`config.mk`:
```
export PLATFORM = sky130hd
export DESIGN_NAME = abs_diff_flat
export DESIGN_NICKNAME = d
export VERILOG_FILES = /design/src/rtl/line_draw_pkg.sv /design/src/rtl/abs_diff_if.sv /design/src/rtl/abs_diff_core.sv /design/src/rtl/abs_diff.sv /design/src/flat_wrapper.sv
export SDC_FILE = /design/constraint.sdc
export NUM_CORES = 1
export LEC_CHECK = 0
export BUFFER_PORTS_ARGS = -buffer_cell sky130_fd_sc_hd__buf_2
export CAP_MARGIN = 0
export CORE_MARGIN = 3
export CORE_UTILIZATION = 53
export DETAILED_ROUTE_END_ITERATION = 12
export HOLD_SLACK_MARGIN = 0.05
export PLACE_DENSITY = 0.83
export SYNTH_ARGS = -nofsm -noshare
export SYNTH_HDL_FRONTEND = slang
export SYNTH_SLANG_ARGS = --single-unit
```
`constraint.sdc`:
```
create_clock -name clk -period 4.64 [get_ports clk]
set_input_delay 0.928 -clock clk [delete_from_list [all_inputs] [get_ports clk]]
set_output_delay 0.928 -clock clk [all_outputs]
set_load 0.05 [all_outputs]
```
`src/rtl/line_draw_pkg.sv`:
```
// Shared line-drawer definitions: screen coordinate widths and coordinate types.
package line_draw_pkg;

    localparam int X_W = 10;
    localparam int Y_W = 9;

    typedef logic [X_W-1:0] coord_x_t;
    typedef logic [Y_W-1:0] coord_y_t;

endpackage : line_draw_pkg

```
`src/rtl/abs_diff_if.sv`:
```
// Operand/result bundle for abs_diff; the sign signal exists only with ABS_DIFF_SIGN_EN.
interface abs_diff_if
    import line_draw_pkg::*;
#(
    parameter int WIDTH = X_W
);

    logic             in_valid;
    logic [WIDTH-1:0] val_1;
    logic [WIDTH-1:0] val_2;
    logic [WIDTH-1:0] out;
    logic             out_valid;
    logic             is_zero;
    logic [WIDTH-1:0] out_comb;
`ifdef ABS_DIFF_SIGN_EN
    logic             sign;
`endif

    modport master (
        output in_valid, val_1, val_2,
        input  out, out_valid, is_zero, out_comb
`ifdef ABS_DIFF_SIGN_EN
        , input sign
`endif
    );

    modport slave (
        input  in_valid, val_1, val_2,
        output out, out_valid, is_zero, out_comb
`ifdef ABS_DIFF_SIGN_EN
        , output sign
`endif
    );

endinterface : abs_diff_if

```
`src/rtl/abs_diff_core.sv`:
```
// Combinational |val_1 - val_2| of two unsigned operands, plus order and equality flags.
module abs_diff_core
    import line_draw_pkg::*;
#(
    parameter int WIDTH = X_W
) (
    input  logic [WIDTH-1:0] val_1,
    input  logic [WIDTH-1:0] val_2,
    output logic [WIDTH-1:0] diff,
    output logic             lt,
    output logic             eq
);

    logic [WIDTH-1:0] w_d12;
    logic [WIDTH-1:0] w_d21;

    assign w_d12 = val_1 - val_2;
    assign w_d21 = val_2 - val_1;
    assign lt    = (val_1 < val_2);
    assign eq    = (val_1 == val_2);

    // Select the non-wrapping direction so the result always fits in WIDTH bits.
    always_comb begin
        diff = w_d12;
        if (lt) begin
            diff = w_d21;
        end else begin
            diff = w_d12;
        end
    end

endmodule : abs_diff_core

```
`src/rtl/abs_diff.sv`:
```
// Registered absolute difference with valid flag and zero flag.
// Define ABS_DIFF_SIGN_EN to add a registered operand-order (sign) output.
module abs_diff
    import line_draw_pkg::*;
#(
    parameter int WIDTH = X_W
) (
    input  logic        clk,
    input  logic        reset,
    abs_diff_if.slave   bus
);

    logic [WIDTH-1:0] w_diff;
    logic             w_lt;
    logic             w_eq;

    logic [WIDTH-1:0] r_out;
    logic             r_out_valid;
    logic             r_is_zero;

    abs_diff_core #(
        .WIDTH (WIDTH)
    ) u_core (
        .val_1 (bus.val_1),
        .val_2 (bus.val_2),
        .diff  (w_diff),
        .lt    (w_lt),
        .eq    (w_eq)
    );

    // Result register: reset wins over in_valid; idle cycles hold data and drop valid.
    always_ff @(posedge clk) begin
        if (reset) begin
            r_out       <= '0;
            r_is_zero   <= 1'b1;
            r_out_valid <= 1'b0;
        end else if (bus.in_valid) begin
            r_out       <= w_diff;
            r_is_zero   <= w_eq;
            r_out_valid <= 1'b1;
        end else begin
            r_out       <= r_out;
            r_is_zero   <= r_is_zero;
            r_out_valid <= 1'b0;
        end
    end

    assign bus.out       = r_out;
    assign bus.out_valid = r_out_valid;
    assign bus.is_zero   = r_is_zero;
    assign bus.out_comb  = w_diff;

`ifdef ABS_DIFF_SIGN_EN
    logic r_sign;

    // Operand-order register, same capture rules as the result.
    always_ff @(posedge clk) begin
        if (reset) begin
            r_sign <= 1'b0;
        end else if (bus.in_valid) begin
            r_sign <= w_lt;
        end else begin
            r_sign <= r_sign;
        end
    end

    assign bus.sign = r_sign;
`else
    logic w_unused_lt;
    assign w_unused_lt = w_lt;
`endif

endmodule : abs_diff

```
`src/flat_wrapper.sv`:
```
// flat-port wrapper written by rule: the top's interface ports become plain ports
module abs_diff_flat import line_draw_pkg::*;
#(
    parameter int WIDTH = X_W
)
  (clk, reset, bus_in_valid, bus_val_1, bus_val_2, bus_out, bus_out_valid, bus_is_zero, bus_out_comb);
  abs_diff_if #(.WIDTH(WIDTH)) bus_i ();
  input  logic clk;
  input  logic reset;
  input wire logic [$bits(bus_i.in_valid)-1:0] bus_in_valid;
  input wire logic [$bits(bus_i.val_1)-1:0] bus_val_1;
  input wire logic [$bits(bus_i.val_2)-1:0] bus_val_2;
  output wire logic [$bits(bus_i.out)-1:0] bus_out;
  output wire logic [$bits(bus_i.out_valid)-1:0] bus_out_valid;
  output wire logic [$bits(bus_i.is_zero)-1:0] bus_is_zero;
  output wire logic [$bits(bus_i.out_comb)-1:0] bus_out_comb;
  assign bus_i.in_valid = bus_in_valid;
  assign bus_i.val_1 = bus_val_1;
  assign bus_i.val_2 = bus_val_2;
  assign bus_out = bus_i.out;
  assign bus_out_valid = bus_i.out_valid;
  assign bus_is_zero = bus_i.is_zero;
  assign bus_out_comb = bus_i.out_comb;
  abs_diff #(.WIDTH(WIDTH)) u_core (.clk(clk), .reset(reset), .bus(bus_i));
endmodule
```
# After elaboration in Yosys (flattened, before gate mapping)
# Index checks and enable logic that the tools add are counted.
[word_totals]
reg_bits = 12
in_bits = 23
out_inout_bits = 22
elab_cells = 9
[op_classes]
add_sub_neg = 2
order_cmp = 1
eq_ne = 1
n_mux = 2
[op_table]
columns = ["operator", "count"]
rows = [
  ["subtractor 10 bit", 2],
  ["== test 10 bit", 1],
  ["less-than comparator 10 bit", 1],
  ["2-to-1 mux 10 bit", 1],
  ["2-to-1 mux 1 bit", 1],
]

# Logic depth before layout (Yosys ltp)
[logic_depth]
ltp_word = 2
ltp_mapped = 10
ltp_nobuf = 9

# Hierarchy
# From an unflattened synthesis, not the netlist that was laid out.
[unflattened]
cells_unflattened = 159
hier_area_um2 = 1277.5
[modules_own_cells]
columns = ["module", "instances", "cells_per_inst", "area_each_um2", "seq_area_each_um2"]
rows = [
  ["abs_diff_core", 1, 122, 862.1, 0.0],
  ["abs_diff", 1, 37, 415.4, 240.2],
]

# Worst setup path before layout
# OpenSTA, ideal clock, no wires.
[synth_timing]
path_type = "input to output"
start = "input port bus_val_1[0]"
end = "output port bus_out_comb[3]"
arrival_time_ns = 3.363
required_time_ns = 3.712
setup_slack_ns = 0.349
stages = 10
path_buffers = 1
path_cell_list = "inv_1 > ha_1 > fa_1 > nand2b_1 > a21oi_1 > o21a_1 > buf_6 > nor4b_1 > or2_2 > xnor2_1"
[synth_between]
elab_chain_cells = 2
elab_cells_between_ends = 4
cone_classes = "2 x add/sub; 1 x order compare; 1 x mux"
[synth_rtl]
columns = ["element", "line_no", "source"]
rows = [
  ["from (decl)", "flat_wrapper.sv:11", "input wire logic [$bits(bus_i.val_1)-1:0] bus_val_1;"],
  ["subtractor 10 bit, or another cell as far along", "abs_diff_core.sv:17", "assign w_d12 = val_1 - val_2;"],
  ["2-to-1 mux 10 bit *", "abs_diff_core.sv:25", "if (lt) begin"],
  ["to (decl)", "flat_wrapper.sv:16", "output wire logic [$bits(bus_i.out_comb)-1:0] bus_out_comb;"],
]
# Every way passes the cells marked *; elsewhere a longest branch is shown, timed or not.

# Worst setup path in the final report
[layout_timing]
start = "input port bus_val_2[0]"
end = "output port bus_out_comb[3]"
[layout_between]
elab_chain_cells = 2
elab_cells_between_ends = 4
cone_classes = "2 x add/sub; 1 x order compare; 1 x mux"
[layout_rtl]
columns = ["element", "line_no", "source"]
rows = [
  ["from (decl)", "flat_wrapper.sv:12", "input wire logic [$bits(bus_i.val_2)-1:0] bus_val_2;"],
  ["subtractor 10 bit, or another cell as far along", "abs_diff_core.sv:17", ""],
  ["2-to-1 mux 10 bit *", "abs_diff_core.sv:25", ""],
]
# Marked as above.

==> key figures <==
Run status
  – Status: finished clean

Drt
  – DRC violations left: 0
  – Starting DRC count in detailed routing: 74
  – Vias: 1498
  – Drt pass-1 iters: 4
  – Routed WL: around 3.4 mm
  – Via-to-Cell Ratio: 5.739
  – Final ANT Viol Nets: 0
  – WL/cell: about 13 µm

Worst setup path
  – CP top delay family: compound AO/OA/AOI/OAI gates
  – CP Capture Type: primary output
  – Depth of the most critical reg-to-reg path: 2
  – Worst-path fanout max: 10
  – Worst R2R Setup Slack: about 3.8 ns
  – Crit-path max cell delay: 0.39 ns
  – Worst EP required: between 3 and 4 ns
  – Crit path top cell by count: buf_2
  – Worst Setup Start Kind: primary input
  – Setup Crit Path Kind: in -> out
  – Crit path cell chain: buf_2 > ha_1 > fa_1 > nand2b_1 > a21oi_1 > o21a_1 > nor4b_1 > or2_2 > xnor2_1 > buf_2
  – Reg2reg start: u_core.bus.out[4]
  – WP buf/inv: 2
  – FF-to-FF End: u_core.bus.out[4]
  – Worst path slowest cell: fa_1
  – Arrival time at the worst endpoint: between 3 and 4 ns

Global route
  – Initial antenna violation count: 0
  – Largest net degree at the start of global routing: 19
  – Grt ovf: 0
  – First-pass GRT wire length: around 5.6 mm
  – Gr usage total: 20.85%
  – Vias in the first global route: between 1000 and 1500

Synth
  – Synth Area in Compound Gates: between 20% and 30%
  – Top post-synthesis cells by area: dfxtp_1 (17%), ha_1 (17%), inv_1 (6.6%)
  – Synth Net Count: roughly 240
  – Yosys cell types: 44
  – Largest family of logic cells by synthesized area: compound AO/OA/AOI/OAI gates
  – Ys async rst share: 0%
  – Post-synth EDFFs: 0
  – Average size of a mapped cell: ~7.4 µm²
  – Synth cell count leaders: inv_1 (25), ha_1 (19), a21oi_1 (16), nand2_1 (16), nor2_1 (15)
  – Post-synth top area share: between 15 and 20%
  – Synth Area in Simple Gates: between 20 and 25%
  – Top_reg_cell synth: dfxtp_1
  – Synthesized instance count: about 190
  – Count leader, synth: inv_1
  – Area leader, netlist: dfxtp_1
  – Seq cells post-synth: 12
  – Yosys warnings: 0
  – XOR/XNOR Fraction of Synth Area: under 10%
  – Adder-Cell Fraction of Synth Area: about a fifth
  – Sequential-to-total area share from yosys stat: roughly 17%
  – Cell Area, Synth: 1421 µm²
  – Mux contribution to synthesized area: 0%

STA
  – Period utilization: 91.92%
  – RSZ-0062 raised after global routing: false
  – Final Hold Viols: 0
  – Final setup vio count: 0
  – Slew HR: 50.16%
  – FMAX: roughly 230 MHz
  – Setup TNS: 0 ns
  – Final Max Tran Viols: 0
  – Post-layout min period: 4.265 ns
  – Worst Max-Slew Pin Slew: about 0.74 ns
  – Post-Route Skew: 0 ns

Clock tree
  – Inserted Clock Buffers: 3
  – H-tree Lvls: 1
  – Clock-pin slew on the worst setup and hold paths: about 0.07 ns
  – Worst-Skew Late Latency: between 0.2 and 0.3 ns
  – CTS tree: yes
  – Root buffer cell: clkbuf_4
  – Post_cts resized: 0
  – Setup bufs post-CTS: 0
  – Clock sinks: 12
  – CTS Hold Buffers Added: 0
  – Clock Path Buffers: 2

Place
  – GPL Wtd Cong: ~0.85
  – Dpl hpwl: between 2 and 3 mm
  – Placed Instance Area: roughly 1600 µm²
  – PortBufs: 44

Power
  – Pleak: roughly 0.88 nW
  – Pwr per Cell Area: between 300 and 400 nW/µm²
  – Peak VDD IR: between 0.0002 and 0.00025 V

Hold path
  – Worst Hold Endpoint: u_core.bus.out[5]
  – Hold Crit Start: u_core.bus.out[5]
  – Worst min path class: reg -> reg
  – Hold depth: 2

Cells and area
  – Register Area: ~240 µm²
  – Fillers: roughly 240
  – Area of the multi-input gates: 1031 µm²
  – Fin nets: around 280
  – Fraction of layout cells with a size suffix above 1: a little under a quarter
  – Final instance area: around 1700 µm²
  – Antenna cells: 0
  – Area grow syn2layout: 16.73%

Floorplan
  – DIE HEIGHT: about 58 µm
  – Die area: ~3300 µm²
  – Site row count: 18
  – Die W: about 58 µm
  – Core area: 2522 µm²
  – Initial Util: 56.35%
  – Top Ports: 45

Flow run
  – Max-Cap Viols: 0
## where the power goes
part	internal [W]	switching (W)	total, W
combinational	0.0000876	0.000212	0.000299
sequential	0.000113	0.00000439	0.000118
clock	0.0000478	0.0000359	0.0000837
total	0.000249	0.000252	0.000501
## cells in the final DEF (no fill, tap or decap), types with 3 or more instances in the layout
cell	Yosys	layout
o21ai_0	10	10
buf_2	2	44
xnor2_1	3	3
a311oi_1	3	3
a211oi_1	3	3
or3_1	3	3
nor2_1	15	15
ha_1	19	19
inv_1	25	25
nor2b_1	3	3
nor3_1	5	5
nand3_1	5	5
a21o_1	5	5
o21a_1	3	3
and2_1	4	4
clkbuf_4	0	3
dfxtp_1	12	12
a21oi_1	16	16
nand2_1	16	16
## sequential cells by signal (all words and copies together) (netlist names)
signal and count:
u_core.bus.out 10, u_core.bus.is_zero 1, u_core.bus.out_valid 1
## logic make-up after synthesis
kind of cell    after synthesis
fa+ha+maj                    21
compound gates               58
flops                        12
buf+inv                      34
simple gates                 63
xor+xnor                      4
## tightest hold or removal path, delay by kind of cell (launching register included)
kind               cells  cell delay, ns
AOI/OAI and AO/OA      1            0.05
and+or+nand+nor        1            0.06
DFF                    1            0.32
## layer usage
metal  up-vias  wire [µm]  part of all wire, %  GRT usage, %
li1        748          -                    -             -
met1       683       1524                   45         28.61
met2        63       1550                   46         34.84
met3         4        284                  8.4         1.782
met4         0         26                 0.77         5.960
met5         -          0                    0             0
## layout make-up
type	instances	area share (%)
Multi-Input combinational cell	146	62.14
Sequential cell	12	14.48
Timing Repair Buffer	44	13.27
Inverter	25	5.656
Tap cell	30	2.262
Clock buffer	4	2.187
## through the flow
stage / cells / hold WS [ns] / setup WS, ns / util (%) / total power [W]
6_report: 261 / 0.4613 / 0.3751 / 65.77 / 0.0005006
5_1_grt: 261 / 0.4807 / 0.1911 / 65.77 / 0.0005305
4_1_cts: 261 / 0.4672 / 0.3951 / 65.77 / 0.0004995
3_5_place_dp: 257 / 0.4505 / 0.4018 / 64.34 / 0.0004180
3_3_place_gp: 257 / 0.4410 / 0.4748 / 64.34 / 0.0004130
2_1_floorplan: 192 / 0.6724 / 0.3494 / - / 0.0003551
## worst max-delay path by stage
stage / start / slack (ns) / cells past startpoint / end
after floorplan: bus_val_1[0] / 0.35 / 10 / bus_out_comb[3]
after global placement: bus_val_2[0] / 0.47 / 10 / bus_out_comb[3]
after detailed placement: bus_val_1[0] / 0.40 / 11 / bus_out_comb[3]
after CTS: bus_val_1[0] / 0.40 / 11 / bus_out_comb[3]
after global routing: bus_val_2[7] / 0.19 / 9 / bus_out_comb[3]
final: bus_val_2[0] / 0.38 / 10 / bus_out_comb[3]
(Power assumes the default switching activity.)
